[config.mk]
export PLATFORM = sky130hd
export DESIGN_NAME = mdt_update_controller_flat
export DESIGN_NICKNAME = d
export VERILOG_FILES = /design/src/rtl/mdt_update_controller_pkg.sv /design/src/rtl/mdt_update_controller_if.sv /design/src/rtl/mdt_update_queue.sv /design/src/rtl/mdt_update_controller.sv /design/src/flat_wrapper.sv
export SDC_FILE = /design/constraint.sdc
export NUM_CORES = 1
export LEC_CHECK = 0
export BUFFER_PORTS_ARGS = -buffer_cell sky130_fd_sc_hd__buf_4
export CAP_MARGIN = 10
export CORE_MARGIN = 5
export CORE_UTILIZATION = 35
export DETAILED_ROUTE_END_ITERATION = 8
export GPL_ROUTABILITY_DRIVEN = 0
export GPL_TIMING_DRIVEN = 0
export PLACE_DENSITY = 0.6
export SETUP_SLACK_MARGIN = 0.4
export SLEW_MARGIN = 10
export SYNTH_ARGS = -nofsm -noshare
export SYNTH_HDL_FRONTEND = slang
export SYNTH_HIERARCHICAL = 1
export SYNTH_SLANG_ARGS = --single-unit
[constraint.sdc]
create_clock -name clk -period 8.68 [get_ports clk]
set_input_delay 1.736 -clock clk [delete_from_list [all_inputs] [get_ports clk]]
set_output_delay 1.736 -clock clk [all_outputs]
set_load 0.02 [all_outputs]
[src/rtl/mdt_update_controller_pkg.sv]
// Shared MDT types for the update controller: index path, entry layout, FSM states.
package mdt_update_controller_pkg;

    localparam int STORE_ISSUE_WIDTH       = 2;
    localparam int MDT_ENTRY_NUM           = 16;
    localparam int MDT_ENTRY_NUM_BIT_WIDTH = $clog2(MDT_ENTRY_NUM);

    typedef logic [MDT_ENTRY_NUM_BIT_WIDTH-1:0] MDT_IndexPath;

    typedef struct packed {
        logic counter;
    } MDT_Entry;

    typedef enum logic [1:0] {
        MDT_UPD_INIT,
        MDT_UPD_RUN,
        MDT_UPD_CLEAR
    } MDT_UpdateState;

    function automatic MDT_Entry mdtEntry(input logic learn);
        MDT_Entry e;
        e.counter = learn;
        return e;
    endfunction

endpackage

[src/rtl/mdt_update_controller_if.sv]
// Violation-report inputs and MDT write-port outputs of the update controller.
interface mdt_update_controller_if
    import mdt_update_controller_pkg::*;
#(
    parameter int STORE_PORTS = STORE_ISSUE_WIDTH,
    parameter int IDX_W       = MDT_ENTRY_NUM_BIT_WIDTH
);
    logic [STORE_PORTS-1:0]            violation;
    logic [STORE_PORTS-1:0][IDX_W-1:0] violIndex;
    logic                              mdtWE;
    logic [IDX_W-1:0]                  mdtWA;
    MDT_Entry                          mdtWV;
    logic                              initBusy;
    logic                              queueFull;
    logic [15:0]                       dropCount;

    modport master (
        output violation, violIndex,
        input  mdtWE, mdtWA, mdtWV, initBusy, queueFull, dropCount
    );

    modport slave (
        input  violation, violIndex,
        output mdtWE, mdtWA, mdtWV, initBusy, queueFull, dropCount
    );
endinterface

[src/rtl/mdt_update_queue.sv]
// Multi-push, single-pop circular FIFO of MDT learn indices with same-cycle dedup
// and a per-cycle count of requests refused for lack of space.
module mdt_update_queue
    import mdt_update_controller_pkg::*;
#(
    parameter int STORE_PORTS = STORE_ISSUE_WIDTH,
    parameter int IDX_W       = MDT_ENTRY_NUM_BIT_WIDTH,
    parameter int DEPTH       = 4
) (
    input  logic                                  clk,
    input  logic                                  rst,
    input  logic [STORE_PORTS-1:0]                pushValid,
    input  logic [STORE_PORTS-1:0][IDX_W-1:0]     pushIndex,
    input  logic                                  pop,
    output logic                                  empty,
    output logic [IDX_W-1:0]                      headIndex,
    output logic                                  full,
    output logic [$clog2(STORE_PORTS+1)-1:0]      dropNum
);
    localparam int PTR_W = $clog2(DEPTH);
    localparam int CNT_W = PTR_W + 1;
    localparam int DW    = $clog2(STORE_PORTS+1);

    typedef logic [CNT_W-1:0] cnt_t;

    logic [DEPTH-1:0][IDX_W-1:0]       mem;
    logic [PTR_W-1:0]                  wrPtr, rdPtr;
    cnt_t                              count, cap, accCnt, countNext;
    logic [STORE_PORTS-1:0]            accept;
    logic [STORE_PORTS-1:0][PTR_W-1:0] slot;
    logic                              popEff, dup;

    assign empty     = (count == '0);
    assign popEff    = pop && !empty;
    assign headIndex = mem[rdPtr];

    // A pop in the same cycle frees one extra slot for the incoming requests.
    always_comb begin
        cap     = cnt_t'(DEPTH) - count + cnt_t'(popEff);
        accCnt  = '0;
        dropNum = '0;
        accept  = '0;
        slot    = '0;
        dup     = 1'b0;
        for (int p = 0; p < STORE_PORTS; p++) begin
            dup = 1'b0;
            for (int q = 0; q < p; q++) begin
                if (accept[q] && pushIndex[q] == pushIndex[p]) dup = 1'b1;
            end
            if (pushValid[p] && !dup) begin
                if (accCnt < cap) begin
                    accept[p] = 1'b1;
                    slot[p]   = wrPtr + accCnt[PTR_W-1:0];
                    accCnt    = accCnt + cnt_t'(1);
                end else begin
                    dropNum = dropNum + DW'(1);
                end
            end
        end
        countNext = count - cnt_t'(popEff) + accCnt;
    end

    always_ff @(posedge clk) begin
        for (int p = 0; p < STORE_PORTS; p++) begin
            if (accept[p]) mem[slot[p]] <= pushIndex[p];
        end
    end

    always_ff @(posedge clk or posedge rst) begin
        if (rst) begin
            wrPtr <= '0;
            rdPtr <= '0;
            count <= '0;
            full  <= 1'b0;
        end else begin
            wrPtr <= wrPtr + accCnt[PTR_W-1:0];
            if (popEff) rdPtr <= rdPtr + PTR_W'(1);
            count <= countNext;
            full  <= (countNext == cnt_t'(DEPTH));
        end
    end

endmodule

[src/rtl/mdt_update_controller.sv]
// Owns the MDT write port: init sweep after reset, optional periodic clear sweeps,
// and one-per-cycle drain of queued violation learns.
module mdt_update_controller
    import mdt_update_controller_pkg::*;
#(
    parameter int STORE_PORTS    = STORE_ISSUE_WIDTH,
    parameter int ENTRY_NUM      = MDT_ENTRY_NUM,
    parameter int QUEUE_DEPTH    = 4,
    parameter int CLEAR_INTERVAL = 0
) (
    input logic                     clk,
    input logic                     rst,
    mdt_update_controller_if.slave  bus
);
    localparam int IDX_W = $clog2(ENTRY_NUM);
    localparam int IVL_W = (CLEAR_INTERVAL > 1) ? $clog2(CLEAR_INTERVAL) : 1;
    localparam int DW    = $clog2(STORE_PORTS+1);

    MDT_UpdateState   state, stateNext;
    logic [IDX_W-1:0] sweepIdx, sweepNext;
    logic [IVL_W-1:0] intervalCnt, intervalNext;
    logic             clearDue;

    logic             weReg, weNext;
    logic [IDX_W-1:0] waReg, waNext;
    MDT_Entry         wvReg, wvNext;
    logic             busyReg;
    logic [15:0]      dropReg;
    logic [16:0]      dropSum;

    logic             qEmpty, qPop, qFull;
    logic [IDX_W-1:0] qHead;
    logic [DW-1:0]    qDrop;

    mdt_update_queue #(
        .STORE_PORTS (STORE_PORTS),
        .IDX_W       (IDX_W),
        .DEPTH       (QUEUE_DEPTH)
    ) u_queue (
        .clk       (clk),
        .rst       (rst),
        .pushValid (bus.violation),
        .pushIndex (bus.violIndex),
        .pop       (qPop),
        .empty     (qEmpty),
        .headIndex (qHead),
        .full      (qFull),
        .dropNum   (qDrop)
    );

    assign clearDue = (CLEAR_INTERVAL != 0) &&
                      (intervalCnt == IVL_W'(CLEAR_INTERVAL - 1));

    always_comb begin
        stateNext    = state;
        sweepNext    = sweepIdx;
        intervalNext = intervalCnt;
        weNext       = 1'b0;
        waNext       = waReg;
        wvNext       = wvReg;
        qPop         = 1'b0;
        unique case (state)
            MDT_UPD_INIT, MDT_UPD_CLEAR: begin
                weNext    = 1'b1;
                waNext    = sweepIdx;
                wvNext    = mdtEntry(1'b0);
                sweepNext = sweepIdx + IDX_W'(1);
                if (sweepIdx == IDX_W'(ENTRY_NUM - 1)) stateNext = MDT_UPD_RUN;
            end
            MDT_UPD_RUN: begin
                if (!qEmpty) begin
                    qPop   = 1'b1;
                    weNext = 1'b1;
                    waNext = qHead;
                    wvNext = mdtEntry(1'b1);
                end
                intervalNext = intervalCnt + IVL_W'(1);
                // Queued learns are not snooped; they land after the sweep.
                if (clearDue) begin
                    stateNext    = MDT_UPD_CLEAR;
                    sweepNext    = '0;
                    intervalNext = '0;
                end
            end
            default: stateNext = MDT_UPD_INIT;
        endcase
    end

    always_ff @(posedge clk or posedge rst) begin
        if (rst) begin
            state       <= MDT_UPD_INIT;
            sweepIdx    <= '0;
            intervalCnt <= '0;
        end else begin
            state       <= stateNext;
            sweepIdx    <= sweepNext;
            intervalCnt <= intervalNext;
        end
    end

    assign dropSum = {1'b0, dropReg} + 17'(qDrop);

    // initBusy lags the state by one cycle so it covers the last init write.
    always_ff @(posedge clk or posedge rst) begin
        if (rst) begin
            weReg   <= 1'b0;
            waReg   <= '0;
            wvReg   <= '0;
            busyReg <= 1'b1;
            dropReg <= '0;
        end else begin
            weReg   <= weNext;
            waReg   <= waNext;
            wvReg   <= wvNext;
            busyReg <= (state == MDT_UPD_INIT);
            dropReg <= dropSum[16] ? 16'hFFFF : dropSum[15:0];
        end
    end

    assign bus.mdtWE     = weReg;
    assign bus.mdtWA     = waReg;
    assign bus.mdtWV     = wvReg;
    assign bus.initBusy  = busyReg;
    assign bus.queueFull = qFull;
    assign bus.dropCount = dropReg;

endmodule

[src/flat_wrapper.sv]
// flat-port wrapper written by rule: the top's interface ports become plain ports
module mdt_update_controller_flat import mdt_update_controller_pkg::*;
#(
    parameter int STORE_PORTS    = STORE_ISSUE_WIDTH,
    parameter int ENTRY_NUM      = MDT_ENTRY_NUM,
    parameter int QUEUE_DEPTH    = 4,
    parameter int CLEAR_INTERVAL = 0
)
  (clk, rst, bus_violation, bus_violIndex, bus_mdtWE, bus_mdtWA, bus_mdtWV, bus_initBusy, bus_queueFull, bus_dropCount);
  mdt_update_controller_if #(.STORE_PORTS(STORE_PORTS), .IDX_W((4))) bus_i ();
  input logic clk;
  input logic rst;
  input wire logic [$bits(bus_i.violation)-1:0] bus_violation;
  input wire logic [$bits(bus_i.violIndex)-1:0] bus_violIndex;
  output wire logic [$bits(bus_i.mdtWE)-1:0] bus_mdtWE;
  output wire logic [$bits(bus_i.mdtWA)-1:0] bus_mdtWA;
  output wire logic [$bits(bus_i.mdtWV)-1:0] bus_mdtWV;
  output wire logic [$bits(bus_i.initBusy)-1:0] bus_initBusy;
  output wire logic [$bits(bus_i.queueFull)-1:0] bus_queueFull;
  output wire logic [$bits(bus_i.dropCount)-1:0] bus_dropCount;
  assign bus_i.violation = bus_violation;
  assign bus_i.violIndex = bus_violIndex;
  assign bus_mdtWE = bus_i.mdtWE;
  assign bus_mdtWA = bus_i.mdtWA;
  assign bus_mdtWV = bus_i.mdtWV;
  assign bus_initBusy = bus_i.initBusy;
  assign bus_queueFull = bus_i.queueFull;
  assign bus_dropCount = bus_i.dropCount;
  mdt_update_controller #(.STORE_PORTS(STORE_PORTS), .ENTRY_NUM(ENTRY_NUM), .QUEUE_DEPTH(QUEUE_DEPTH), .CLEAR_INTERVAL(CLEAR_INTERVAL)) u_core (.clk(clk), .rst(rst), .bus(bus_i));
endmodule
Word level (Yosys, flattened, before mapping)
Cells that the tools add are included.

Word-level logic and storage cells: 91. Input port bits: 12. Bits in registers: 53. Output and inout port bits: 24.

Add/subtract/negate cells: 11. Reductions and logical operators: 13. Bitwise operators: 1. Multiplexer cells: 37. Magnitude comparators: 7. Eq/ne operators: 7.

Operators with widths (number): two-way mux 16 bit (3); bitwise mux 16 bit (2); adder 16 x 2 -> 17 bit (1); demux 4 bit (select 2 bit) (2); two-way mux 2 bit (8); two-way mux 4 bit (4); two-way mux 1 bit (11); < comparator 2 x 3 -> 1 bit (second input constant) (3); binary-select mux 4 bit (select 2 bit) (1); case mux 4 bit (2 select lines) (1); two-way mux 3 bit (2); logical AND 1 bit (5); adder 2 x 1 -> 2 bit (second input constant) (2); adder 2 bit (2); adder 4 x 1 -> 4 bit (second input constant) (1); == test 4 bit (1); == test 4 bit (second input constant) (1); >= comparator 2 x 1 -> 1 bit (second input constant) (2); case mux 1 bit (2 select lines) (2); case mux 2 bit (2 select lines) (1); AND reduction 2 bit (2); adder 3 x 1 -> 3 bit (1); adder 3 x 1 -> 3 bit (second input constant) (1); adder 3 bit (1); other kinds (15) (16).

Logic depth before layout (Yosys ltp)
Word-level depth: 19. Depth in mapped cells: 19. Mapped depth without buffers: 17.

Hierarchy
The synthesis kept the hierarchy.

Modules (own cells, without submodules): mdt_update_queue (instances 1, sequential area each 520.5 µm², area an instance 1574.0 µm², cells each 126); mdt_update_controller (instances 1, sequential area each 701.9 µm², area an instance 1347.5 µm², cells each 123).

Worst setup path before layout
OpenSTA, ideal clock, no wires.

Kind: in2reg. Start: input port bus_violation[0]. End: register u_core.dropReg[13], in the netlist u_core/bus.dropCount[13]. Setup slack: 4.285 ns. Stages on the path: 13. Setup time: 0.074 ns. Arrival: 4.321 ns. Buffers on the path: 2. Data required time: 8.606 ns. Cells stage by stage: clkbuf_1 nor2_1 nor3_2 ha_1 a31o_2 ha_1 inv_1 fa_1 nand3b_4 nor4_4 nand3_4 buf_6 o21ai_2.

Cells in the longest elaborated chain, start to end: 8.

Ends and longest elaborated chain: start, declared (RTL line flat_wrapper.sv:13) `input wire logic [$bits(bus_i.violation)-1:0] bus_violation;`; parallel branches: the longest is 5 deep, another holds < comparator 3 bit; two-way mux 2 bit * (RTL line mdt_update_queue.sv:50) `if (pushValid[p] && !dup) begin`; via u_core.qDrop[0] (RTL line mdt_update_controller.sv:33) `logic [DW-1:0] qDrop;`; adder 16 x 2 -> 17 bit * (RTL line mdt_update_controller.sv:101) `assign dropSum = {1'b0, dropReg} + 17'(qDrop);`; two-way mux 16 bit * (RTL line mdt_update_controller.sv:116) `dropReg <= dropSum[16] ? 16'hFFFF : dropSum[15:0];`; end signal, assigned (RTL line mdt_update_controller.sv:116); end, declared (RTL line mdt_update_controller.sv:28) `logic [15:0] dropReg;`.

Mark *: on every way through the listed nets, which the timed path passes. A chain may end at the register's enable or synchronous reset.

Final worst setup path
Start: register u_core.u_queue.count[2]. End: register u_core.dropReg[1], in the netlist u_core/bus.dropCount[1].

Cells in the longest elaborated chain, start to end: 15.

Ends and longest elaborated chain: start, declared (RTL line mdt_update_queue.sv:28) `cnt_t count, cap, accCnt, countNext;`; start signal, assigned (RTL line mdt_update_queue.sv:78) `count <= countNext;`; logical NOT 3 bit * (RTL line mdt_update_queue.sv:33) `assign empty = (count == '0);`; via u_core.qEmpty (RTL line mdt_update_controller.sv:31) `logic qEmpty, qPop, qFull;`; two-way mux 1 bit * (RTL line mdt_update_controller.sv:71) `if (!qEmpty) begin`; two-way mux 1 bit * (RTL line mdt_update_controller.sv:62) `unique case (state)`; via u_core.qPop (RTL line mdt_update_controller.sv:31); logical AND 1 bit * (RTL line mdt_update_queue.sv:34) `assign popEff = pop && !empty;`; adder 3 x 1 -> 3 bit * (RTL line mdt_update_queue.sv:39) `cap = cnt_t'(DEPTH) - count + cnt_t'(popEff);`; parallel branches: the longest is 7 deep, another holds < comparator 1 x 3 -> 1 bit; two-way mux 2 bit * (RTL line mdt_update_queue.sv:50); via u_core.qDrop[0] (RTL line mdt_update_controller.sv:33); adder 16 x 2 -> 17 bit * (RTL line mdt_update_controller.sv:101); two-way mux 16 bit * (RTL line mdt_update_controller.sv:116).

Marks and branches as above.

==> impl_metrics.py <==
metrics = {
    "final_layout": {
        "drive_gt1_share_pct": 36.8,
        "areaGrowthSynthToFinish_pct": 17.1,
        "final_cells": 396,
        "fin_util_pct": 41.8,
        "fin_nets": 315,
        "diodes": 0,
    },
    "synth": {
        "ys_seq_area_share_pct": 41.8,
        "synth_cell_types": 52,
        "syn_area_um2": 2920,
        "synth.area.top_cells": "dfrtp_1 30%, mux2_2 12%, dfxtp_1 11%",
        "postSynthAreaPerCell_um2": 11.7,
        "synth_top_area_share_pct": 30.0,
        "yosysWarningCount": 6,
        "synth_flop_cell": "dfrtp_1",
        "async_flop_share_pct": 69.2,
        "yosysTopAreaCell": "dfrtp_1",
        "ys_ff_latch": 52,
        "syn_nets": 274,
        "yosys-top-cells-count": "35 x dfrtp_1, 32 x mux2_2, 16 x dfxtp_1, 16 x inv_1",
        "synth_edf_count": 0,
        "syn_inst": 249,
        "synth_most_common_cell": "dfrtp_1",
    },
    "setup_path": {
        "r2r_cells": 19,
        "reg2reg_slack_ps": 4040,
        "cp-end-kind": "flop",
        "r2r_end": "u_core/bus.dropCount[1]$_DFF_PP0_",
        "crit_arrival_ps": 4890,
        "cp-startpoint": "u_core/u_queue/count[2]$_DFF_PP0_",
        "cp_cell_sequence": "nor3_1 > clkbuf_1 > nor2_1 > nand2b_1 > ha_1 > inv_1 > ha_1 > xor2_1 > nor3_2 > ha_1 > a31o_2 > ha_1 > inv_1 > fa_1 > nand3b_4 > nor4_4 > nand3_4 > buf_6 > nand2_2",
        "slowest_stage": "nor3_2",
        "crit_required_ps": 8930,
        "cpMostUsedCell": "ha_1",
        "start_kind": "flop",
        "crit_path_max_fanout": 10,
        "path_class": "flop to flop",
        "r2r-start": "u_core/u_queue/count[2]$_DFF_PP0_",
        "cpPeakStageDelay_ps": 540,
    },
    "global_route": {
        "grt_overflow_total": 0,
        "grt_max_degree": 29,
        "grt_pass1_vias": 1959,
        "antenna_found_initial": 0,
        "grt_pass1_wl_mm": 9.52,
        "grt_usage_pct": 11.8,
    },
    "detailed_routing": {
        "avgViaCountPerCell": 4.87,
        "drt_first_pass_iters": 4,
        "drc": 0,
        "via_count": 1930,
        "met3_length_um": 219,
        "wl_per_cell_um": 14.1,
        "wl_met2_mm": 2.67,
        "top_layer_used": "met4",
        "drt-total-wl_mm": 5.57,
        "drt-initial-drc-count": 76,
        "ant_nets": 0,
        "m1WireLength_mm": 2.65,
    },
    "timing": {
        "setup_viol": 0,
        "tightest_slew_ps": 630,
        "fin_crit_ps": 4640,
        "drv_slew": 0,
        "fin_worst_skew_ps": 9.44,
        "fin_crit_sh_pct": 53.4,
        "finalHoldWorstSlack_ps": 506,
        "relSlewSlack_pct": 57.8,
        "hold_violations": 0,
        "setup-tns-final_ps": 0,
        "grt_setup_unrepaired": "false",
        "finalWorstSetupSlack_ps": 4040,
        "fmax_mhz": 216,
    },
    "placement": {
        "dp_hpwl_mm": 4.23,
        "dp_cells": 387,
        "dp_slack_ps": 3910,
        "port_buffers": 33,
    },
    "floorplanning": {
        "rows": 33,
        "ios": 36,
        "initial_core_util_pct": 35.7,
        "core_um2": 8180,
        "fp.dieH_um": 101,
        "dieArea_um2": 10300,
        "chipWidth_um": 101,
    },
    "cts": {
        "cts_buffer_depth": 2,
        "hold_buffers": 0,
        "h-tree-depth": 2,
        "cts_tree": "done",
        "numCtsBuffers": 5,
        "cts.sinks": 52,
        "cts_setup_buffers": 0,
        "path_clk_slew_ps": 100,
        "cts-resized-gates": 0,
        "cts-root-buf": "clkbuf_8",
        "worstSkewPairLatency_ps": 310,
    },
    "job": {
        "maxCapViolCount": 0,
    },
    "hold_path": {
        "worstHoldStart": "u_core/sweepIdx[3]$_DFFE_PP0N_",
        "worstHoldEndpoint": "u_core/sweepIdx[3]$_DFFE_PP0N_",
        "whs_path_depth": 1,
        "hold_class": "flop to flop",
    },
    "power": {
        "vdd_drop_max_v": 0.000169,
        "power_density_nw_per_um2": 350,
        "leakagePower_uw": 0.00149,
    },
    "outcome": {
        "status": "complete, no violations",
    },
}
-- cell families (layout without fill, tap and decap cells) --
| logic type | Yosys count | after routing | synth area share [%] |
|---|---|---|---|
| AO/OA/AOI/OAI | 28 | 28 | 9.12 |
| AND/OR/NAND/NOR | 68 | 68 | 14.8 |
| buffers and inverters | 23 | 65 | 3.25 |
| XOR/XNOR | 24 | 24 | 7.71 |
| adder cells (fa/ha/maj) | 13 | 13 | 6.08 |
| multiplexers | 41 | 41 | 17.2 |
| flip-flops | 52 | 52 | 41.8 |
-- cell usage in the layout, fill, tap and decap left out, types with 2 or more instances in the layout --
master and n:
a2111oi_4 2, a211oi_2 5, a21oi_1 7, a31oi_1 3, and3_1 3, buf_4 33, clkbuf_1 5, clkbuf_8 5
dfrtp_1 35, dfxtp_1 16, fa_1 2, ha_1 11, inv_1 16, inv_6 2, mux2_2 32, mux2i_1 4
mux4_2 4, nand2_1 14, nand2_2 5, nand2b_1 4, nand3_1 4, nand4_1 2, nor2_1 12, nor2b_1 2
nor3_1 4, nor3_2 2, nor3b_1 3, nor4_1 2, nor4_4 2, o21ai_0 3, xnor2_1 14, xor2_1 8
-- through the flow --
| step | cell area [um^2] | total power, uW |
|---|---|---|
| after floorplan | 2920 | 910 |
| after global placement | 3300 | 1040 |
| after detailed placement | 3300 | 1060 |
| after CTS | 3390 | 1210 |
| after global routing | 3420 | 1300 |
| final | 3420 | 1200 |
-- worst max path at each step --
stage,cells past startpoint,slack (ps),to
2_1_floorplan,13,4280,u_core/bus.dropCount[13]$_DFF_PP0_
3_3_place_gp,13,3930,u_core/bus.dropCount[13]$_DFF_PP0_
3_5_place_dp,13,3910,u_core/bus.dropCount[11]$_DFF_PP0_
4_1_cts,19,4030,u_core/bus.dropCount[1]$_DFF_PP0_
5_1_grt,19,3730,u_core/bus.dropCount[5]$_DFF_PP0_
6_report,19,4040,u_core/bus.dropCount[1]$_DFF_PP0_
-- flip-flops by register name, indices dropped and copies added (netlist names) --
signal	flops
u_core/u_queue/wrPtr	2
u_core/bus.dropCount	16
u_core/bus.mdtWA	4
u_core/bus.initBusy	1
u_core/state	1
u_core/bus.mdtWE	1
u_core/u_queue/mem	16
u_core/sweepIdx	4
u_core/u_queue/full	1
u_core/u_queue/count	3
u_core/bus.mdtWV	1
u_core/u_queue/rdPtr	2
-- worst max-delay path, delay by kind of cell (launching register included) --
kind                       cells  cell delay, ps
adders and majority gates      5            1200
DFF                            1             470
and+or+nand+nor                8            1910
xor gates and xnor gates       1             190
buffers and inverters          4             660
AOI/OAI and AO/OA              1             150
-- report_power, final --
group	internal [uW]	switching, uW	total, uW	leakage (uW)
Sequential	333	65.2	399	0.000584
Clock	59.3	87.5	147	0.0000495
Combinational	332	319	651	0.000855
-- cell type report --
cell class	instances	area [um^2]
plain buffers	7	35.0
clock buffers	5	68.8
clock inverters	3	23.8
fillers	795	4750
inverters	16	60.1
multi-input cells	174	1600
flip-flops and latches	52	1220
well taps	105	131
repair buffers	34	275
-- routing by layer --
metal / track usage (%) / up-vias
met4: 3.37 / 0
met2: 18.8 / 26
li1: - / 964
met3: 2.69 / 2
met5: 0 / -
met1: 16.0 / 938
Power figures use the tool's default switching activity.
